File: src/rtl/enigma_controller.sv
// Sequences one Enigma encipherment per accepted letter: steps the rotor stack
// (with double-step), then walks a shared lookup unit through seven passes.
module enigma_controller #(
   parameter int          NUM_ROTORS = 5,
   parameter logic [39:0] NOTCH_POS  = {5'd0, 5'd0, 5'd0, 5'd25, 5'd9, 5'd21, 5'd4, 5'd16}
) (
   input  logic        clk_in,
   input  logic        rst_in,
   input  logic        rotor_valid_in,
   input  logic [8:0]  rotor_select_in,
   input  logic [14:0] rotor_initial_in,
   input  logic        letter_valid_in,
   input  logic [4:0]  char_in,
   output logic        lut_req_out,
   output logic [2:0]  lut_rotor_out,
   output logic        lut_reflect_out,
   output logic        lut_dir_out,
   output logic [4:0]  lut_index_out,
   input  logic        lut_ack_in,
   input  logic [4:0]  lut_data_in,
   output logic        cipher_valid_out,
   output logic [4:0]  cipher_out,
   output logic        busy_out,
   output logic [14:0] position_out,
   output logic        overflow_out,
   output logic        config_err_out
);
   typedef enum logic [1:0] {S_IDLE = 2'd0, S_STEP = 2'd1, S_LOOKUP = 2'd2} state_t;

   localparam logic [3:0] L_NUM_ROTORS = 4'(NUM_ROTORS);

   state_t      r_state;
   logic [2:0]  r_pass;
   logic [4:0]  r_char;
   logic [8:0]  r_sel;
   logic [14:0] r_pos;
   logic        r_req, r_reflect, r_dir, r_cipher_valid, r_overflow, r_config_err;
   logic [2:0]  r_rotor;
   logic [4:0]  r_index, r_cipher;

   function automatic logic [4:0] add_mod26(input logic [4:0] a, input logic [4:0] b);
      logic [5:0] s;
      s = {1'b0, a} + {1'b0, b};
      if (s >= 6'd26) s = s - 6'd26;
      return s[4:0];
   endfunction

   function automatic logic [4:0] sub_mod26(input logic [4:0] a, input logic [4:0] b);
      logic [5:0] d;
      d = {1'b0, a} - {1'b0, b};
      if (a < b) d = d + 6'd26;
      return d[4:0];
   endfunction

   function automatic logic [4:0] inc26(input logic [4:0] p);
      return (p == 5'd25) ? 5'd0 : p + 5'd1;
   endfunction

   function automatic logic [4:0] notch(input logic [2:0] t);
      return NOTCH_POS[{1'b0, t, 2'b00} + {3'b000, t} +: 5];
   endfunction

   // Passes k and 6-k use the same rotor: 0/6 right, 1/5 middle, 2/4 left.
   function automatic logic [1:0] pass_slot(input logic [2:0] p);
      case (p)
         3'd0, 3'd6: return 2'd0;
         3'd1, 3'd5: return 2'd1;
         default:    return 2'd2;
      endcase
   endfunction

   function automatic logic [4:0] slot_pos(input logic [14:0] word, input logic [1:0] s);
      case (s)
         2'd0:    return word[4:0];
         2'd1:    return word[9:5];
         default: return word[14:10];
      endcase
   endfunction

   function automatic logic [2:0] slot_type(input logic [8:0] sel, input logic [1:0] s);
      case (s)
         2'd0:    return sel[2:0];
         2'd1:    return sel[5:3];
         default: return sel[8:6];
      endcase
   endfunction

   logic [4:0]  w_pos_r, w_pos_m, w_pos_l;
   logic        w_turn_m, w_turn_l;
   logic [14:0] w_step_pos;
   logic [4:0]  w_result;
   logic [2:0]  w_load_pass, w_load_rotor;
   logic [4:0]  w_load_c, w_load_index;
   logic [14:0] w_load_word;
   logic [1:0]  w_load_slot;
   logic        w_cfg_bad;

   assign w_pos_r = r_pos[4:0];
   assign w_pos_m = r_pos[9:5];
   assign w_pos_l = r_pos[14:10];

   // A middle rotor sitting on its notch moves itself and the left rotor (double step).
   assign w_turn_l   = (w_pos_m == notch(r_sel[5:3]));
   assign w_turn_m   = (w_pos_r == notch(r_sel[2:0])) || w_turn_l;
   assign w_step_pos = {w_turn_l ? inc26(w_pos_l) : w_pos_l,
                        w_turn_m ? inc26(w_pos_m) : w_pos_m,
                        inc26(w_pos_r)};

   assign w_result = (r_pass == 3'd3) ? lut_data_in
                                      : sub_mod26(lut_data_in, slot_pos(r_pos, pass_slot(r_pass)));

   // Drive values for the pass about to be issued, either pass 0 out of STEP or the next one.
   always_comb begin
      w_load_pass = r_pass + 3'd1;
      w_load_c    = w_result;
      w_load_word = r_pos;
      if (r_state == S_STEP) begin
         w_load_pass = 3'd0;
         w_load_c    = r_char;
         w_load_word = w_step_pos;
      end
      w_load_slot  = pass_slot(w_load_pass);
      w_load_rotor = (w_load_pass == 3'd3) ? 3'd0 : slot_type(r_sel, w_load_slot);
      w_load_index = (w_load_pass == 3'd3) ? w_load_c
                                           : add_mod26(w_load_c, slot_pos(w_load_word, w_load_slot));
   end

   assign w_cfg_bad = ({1'b0, rotor_select_in[8:6]} >= L_NUM_ROTORS) ||
                      ({1'b0, rotor_select_in[5:3]} >= L_NUM_ROTORS) ||
                      ({1'b0, rotor_select_in[2:0]} >= L_NUM_ROTORS) ||
                      (rotor_initial_in[14:10] > 5'd25) ||
                      (rotor_initial_in[9:5]   > 5'd25) ||
                      (rotor_initial_in[4:0]   > 5'd25);

   always_ff @(posedge clk_in or posedge rst_in) begin
      if (rst_in) begin
         r_state        <= S_IDLE;
         r_pass         <= 3'd0;
         r_char         <= 5'd0;
         r_sel          <= 9'b010_001_000;
         r_pos          <= 15'd0;
         r_req          <= 1'b0;
         r_rotor        <= 3'd0;
         r_reflect      <= 1'b0;
         r_dir          <= 1'b0;
         r_index        <= 5'd0;
         r_cipher_valid <= 1'b0;
         r_cipher       <= 5'd0;
         r_overflow     <= 1'b0;
         r_config_err   <= 1'b0;
      end else begin
         r_cipher_valid <= 1'b0;
         if (rotor_valid_in) begin
            r_sel        <= rotor_select_in;
            r_pos        <= rotor_initial_in;
            r_config_err <= w_cfg_bad;
            r_overflow   <= letter_valid_in;
            r_state      <= S_IDLE;
            r_req        <= 1'b0;
            r_pass       <= 3'd0;
         end else begin
            if (letter_valid_in && (r_state != S_IDLE || r_config_err)) r_overflow <= 1'b1;
            case (r_state)
               S_IDLE: begin
                  if (letter_valid_in && !r_config_err) begin
                     r_char  <= char_in;
                     r_state <= S_STEP;
                  end
               end
               S_STEP: begin
                  r_pos     <= w_step_pos;
                  r_pass    <= 3'd0;
                  r_req     <= 1'b1;
                  r_rotor   <= w_load_rotor;
                  r_reflect <= 1'b0;
                  r_dir     <= 1'b0;
                  r_index   <= w_load_index;
                  r_state   <= S_LOOKUP;
               end
               S_LOOKUP: begin
                  if (lut_ack_in) begin
                     if (r_pass == 3'd6) begin
                        r_cipher       <= w_result;
                        r_cipher_valid <= 1'b1;
                        r_req          <= 1'b0;
                        r_state        <= S_IDLE;
                     end else begin
                        r_char    <= w_result;
                        r_pass    <= w_load_pass;
                        r_rotor   <= w_load_rotor;
                        r_reflect <= (w_load_pass == 3'd3);
                        r_dir     <= (w_load_pass > 3'd3);
                        r_index   <= w_load_index;
                     end
                  end
               end
               default: r_state <= S_IDLE;
            endcase
         end
      end
   end

   assign lut_req_out      = r_req;
   assign lut_rotor_out    = r_rotor;
   assign lut_reflect_out  = r_reflect;
   assign lut_dir_out      = r_dir;
   assign lut_index_out    = r_index;
   assign cipher_valid_out = r_cipher_valid;
   assign cipher_out       = r_cipher;
   assign busy_out         = (r_state != S_IDLE);
   assign position_out     = r_pos;
   assign overflow_out     = r_overflow;
   assign config_err_out   = r_config_err;
endmodule
File: config.mk
export PLATFORM = sky130hd
export DESIGN_NAME = enigma_controller
export DESIGN_NICKNAME = d
export VERILOG_FILES = /design/src/rtl/enigma_controller.sv
export SDC_FILE = /design/constraint.sdc
export NUM_CORES = 1
export LEC_CHECK = 0
export ABC_AREA = 1
export CORE_UTILIZATION = 36
export DETAILED_ROUTE_END_ITERATION = 8
export GPL_TIMING_DRIVEN = 0
export PLACE_DENSITY = 0.58
export REMOVE_ABC_BUFFERS = 1
export SLEW_MARGIN = 0
export SYNTH_ARGS = -nofsm -noshare
export SYNTH_HDL_FRONTEND = slang
export SYNTH_SLANG_ARGS = --single-unit
File: constraint.sdc
create_clock -name clk_in -period 11.7 [get_ports clk_in]
set_input_delay 1.17 -clock clk_in [delete_from_list [all_inputs] [get_ports clk_in]]
set_output_delay 1.17 -clock clk_in [all_outputs]
set_load 0.05 [all_outputs]
==> metrics.md <==
| Metric | Value |
|---|---|
| Total GRT Usage | `0.211` |
| Die Y | `116 µm` |
| WP data arrival | `5.31 ns` |
| CTS root buf | `clkbuf_16` |
| Largest vdd supply drop | `199 µV` |
| RR Endpoint | `lut_index_out[2]$_DFFE_PP0P_` |
| Setup TNS Final | `0 ns` |
| Port bufs | `73` |
| ANT cells | `0` |
| Num CTS Buffers | `5` |
| I/O Pins | `74` |
| Final WL | `13.9 mm` |
| Bufs on Longest Clock Path | `2` |
| Hold path startpoint | `r_sel[7]$_DFFE_PP1P_` |
| Pwr dens | `246 nW/µm²` |
| Synthesized flop and latch total | `53` |
| Setup slack at placement | `6.63 ns` |
| Clock Latency Late Sink | `0.30 ns` |
| Req. time, crit path | `11.94 ns` |
| CTS Sinks | `53` |
| DRT antenna net count | `0` |
| Tightest Hold Check Type | `register to register` |
| RSZ-0062 raised after global routing | `false` |
| Status | `completed` |
| GR Util met3 | `0.0192` |
| Worst R2R Setup Slack | `6.63 ns` |
| CP Class | `register to register` |
| Die width | `116 µm` |
| FMAX | `197 MHz` |
| Setup bufs post-CTS | `0` |
| Sequential share of power | `0.190` |
| Startpoint class of the critical path | `register` |
| Max FO, Critical Path | `10` |
| Psw | `0.000752 W` |
| GR Util met2 | `0.330` |
| # DRC | `0` |
| Post-synthesis instance area | `4690 µm²` |
| Clock network fraction of total power | `0.108` |
| Core Region | `12700 µm²` |
| Post-synthesis sequential area ratio | `0.283` |
| Layout cells sized above 1 | `0.0497` |
| Reg clk slew, reported paths | `0.08 ns` |
| Initial antenna violation count | `0` |
| DRT iter0 DRCs | `408` |
| Max transition margin | `0.0884` |
| First-pass GRT wire length | `22.1 mm` |
| Commonest non-fill, non-tap cell in the layout | `nand2_1` |
| P_int | `0.000654 W` |
| Worst R2R Path Depth | `27` |
| Final setup vio count | `0` |
| Layout Skew | `0.00972 ns` |
| CTS tree | `yes` |
| Initial DRT Pass Iterations | `5` |
| Most frequent cells in the layout | `219 x nand2_1, 79 x nand3_1, 78 x inv_1` |
| Sequential cell area | `1330 µm²` |
| Final-stage net count | `846` |
| Largest net degree at the start of global routing | `37` |
| Slew Limit Fails | `0` |
| Hold Path Depth | `2` |
| CTS Hold Bufs | `0` |
| Synth Warn # | `0` |
| Synth Instances | `698` |
| Worst slew pin tran | `1.36 ns` |
| R2R Path Start | `r_pass[0]$_DFFE_PP0P_` |
| Syn_area_per_cell | `6.72 µm²` |
| Fillers | `1329` |
| Area of the die | `13500 µm²` |
| Site Rows | `41` |
| Static Leak | `2.85 nW` |
| Max-cap viol count | `0` |
| GR Util met1 | `0.310` |
| Gate power share | `0.701` |
| Area delta synth->final | `21.9%` |
| Grt ovf | `0` |
| Wire per inst | `14.9 µm` |
| Area of the multi-input gates | `2970 µm²` |
| GRT Max-Usage Layer | `met2` |
| Final setup margin | `6.63 ns` |
| Cell Area, Placed | `5580 µm²` |
| Design area | `5720 µm²` |
| Switching share of power | `0.535` |
| Post-detail-place hpwl | `10.8 mm` |
| Vias per inst | `5.23` |
| Number of vias in the routed layout | `4891` |
| Post_cts resized | `0` |
| Worst Hold End | `r_sel[7]$_DFFE_PP1P_` |
| Final Cycle Share | `0.433` |
| Placer Congestion | `0.915` |
| Post-synth cell types | `43` |
| Initial Util | `0.370` |
| H-tree depth | `2` |
| Min Tclk post-route | `5.07 ns` |
| Final hold vios | `0` |
| Number of global-route vias before repair | `4323` |
| CP Capture Type | `register` |
-- per-stage QoR --
step	instances	hold slack [ns]	power, W	utilization
after floorplan	682	0.442	0.000991	-
after global placement	927	0.455	0.00122	0.439
after detailed placement	928	0.461	0.00124	0.440
after CTS	936	0.472	0.00140	0.451
after global routing	936	0.489	0.00155	0.451
final	936	0.477	0.00141	0.451
-- final cells by class --
type                       instances  share of cell area
sequential                        53               0.232
inverter                          83              0.0549
clock buffer                       6              0.0225
timing repair buffer              74               0.131
tap                              172              0.0376
clock inverter                     2             0.00175
multi-input combinational        546               0.519
-- layer usage --
layer  vias to the layer above  share of wire
li1                       2442              -
met1                      2258           0.49
met2                       173           0.45
met3                        18          0.047
met4                         0          0.013
met5                         -              0
-- worst max-delay path: stages (launching register included) --
cell	delay, ns
dfrtp_1	0.47
inv_1	0.20
ha_1	0.24
nand2_1	0.17
nand3b_1	0.26
o221ai_1	0.14
o21ai_0	0.14
inv_1	0.08
ha_1	0.13
inv_1	0.06
fa_1	0.41
xor2_1	0.19
ha_1	0.21
nor2_1	0.14
xor2_1	0.16
nand2_1	0.05
o21ai_0	0.25
a21boi_0	0.23
ha_1	0.35
inv_1	0.05
o21ai_0	0.21
xor2_1	0.10
or2_2	0.30
nand2_1	0.14
nand2_1	0.07
o211ai_1	0.08
nand3_1	0.10
nand2_1	0.08
-- flip-flops by register name, indices dropped and copies added (netlist names) --
signal            cells
config_err_out        1
overflow_out          1
r_state               2
r_sel                 9
r_char                5
lut_rotor_out         3
lut_index_out         5
lut_reflect_out       1
cipher_out            5
cipher_valid_out      1
lut_dir_out           1
position_out         15
lut_req_out           1
r_pass                3
-- power groups by stage --
stage / Combinational, W / Clock, W / Sequential, W
after CTS: 0.000980 / 0.000156 / 0.000267
final: 0.000986 / 0.000153 / 0.000268
after detailed placement: 0.000974 / 0 / 0.000270
after floorplan: 0.000646 / 0 / 0.000345
after global routing: 0.00111 / 0.000160 / 0.000273
after global placement: 0.000955 / 0 / 0.000269
-- synth_stat cells (all sizes together) --
| library cell | instances | share of area |
|---|---|---|
| o21a | 2 | 0.0032 |
| a21boi | 1 | 0.0016 |
| nand3b | 2 | 0.0032 |
| clkbuf | 9 | 0.0072 |
| ha | 42 | 0.11 |
| dfrtp | 51 | 0.27 |
| o31ai | 2 | 0.0032 |
| nand2 | 223 | 0.18 |
| o21ai | 55 | 0.059 |
| o32ai | 1 | 0.0019 |
| xnor2 | 2 | 0.0037 |
| a32oi | 1 | 0.0019 |
| dfstp | 2 | 0.011 |
| o211a | 1 | 0.0021 |
| nor4 | 1 | 0.0013 |
| o221ai | 5 | 0.0093 |
| nor2 | 44 | 0.043 |
| o211ai | 7 | 0.011 |
| xor2 | 9 | 0.017 |
| a41oi | 1 | 0.0019 |
| or2 | 7 | 0.0093 |
| a31oi | 1 | 0.0013 |
| nor3 | 5 | 0.0053 |
| fa | 2 | 0.0085 |
| nand3 | 81 | 0.089 |
| nand4 | 18 | 0.024 |
| a21oi | 24 | 0.027 |
| buf | 7 | 0.0096 |
| inv | 83 | 0.067 |
| o22ai | 8 | 0.011 |
| a22o | 1 | 0.0019 |
-- cell families after synthesis --
family | after synthesis | synth area share
DFF | 53 | 0.283
AOI/OAI and AO/OA | 110 | 0.136
xor gates and xnor gates | 11 | 0.0205
buffers and inverters | 99 | 0.0837
adders and majority gates | 44 | 0.121
and+or+nand+nor | 381 | 0.356
-- worst max path at each step --
| stage | startpoint | end | slack [ns] |
|---|---|---|---|
| 6_report | r_pass[0]$_DFFE_PP0P_ | lut_index_out[2]$_DFFE_PP0P_ | 6.63 |
| 5_1_grt | r_pass[0]$_DFFE_PP0P_ | lut_index_out[1]$_DFFE_PP0P_ | 6.18 |
| 4_1_cts | r_pass[0]$_DFFE_PP0P_ | lut_index_out[2]$_DFFE_PP0P_ | 6.66 |
| 3_5_place_dp | lut_data_in[0] | lut_index_out[2]$_DFFE_PP0P_ | 6.63 |
| 3_3_place_gp | lut_data_in[0] | lut_index_out[1]$_DFFE_PP0P_ | 6.69 |
| 2_1_floorplan | r_pass[0]$_DFFE_PP0P_ | lut_index_out[1]$_DFFE_PP0P_ | 7.47 |
Note: power is estimated with default switching activity, not from simulation.
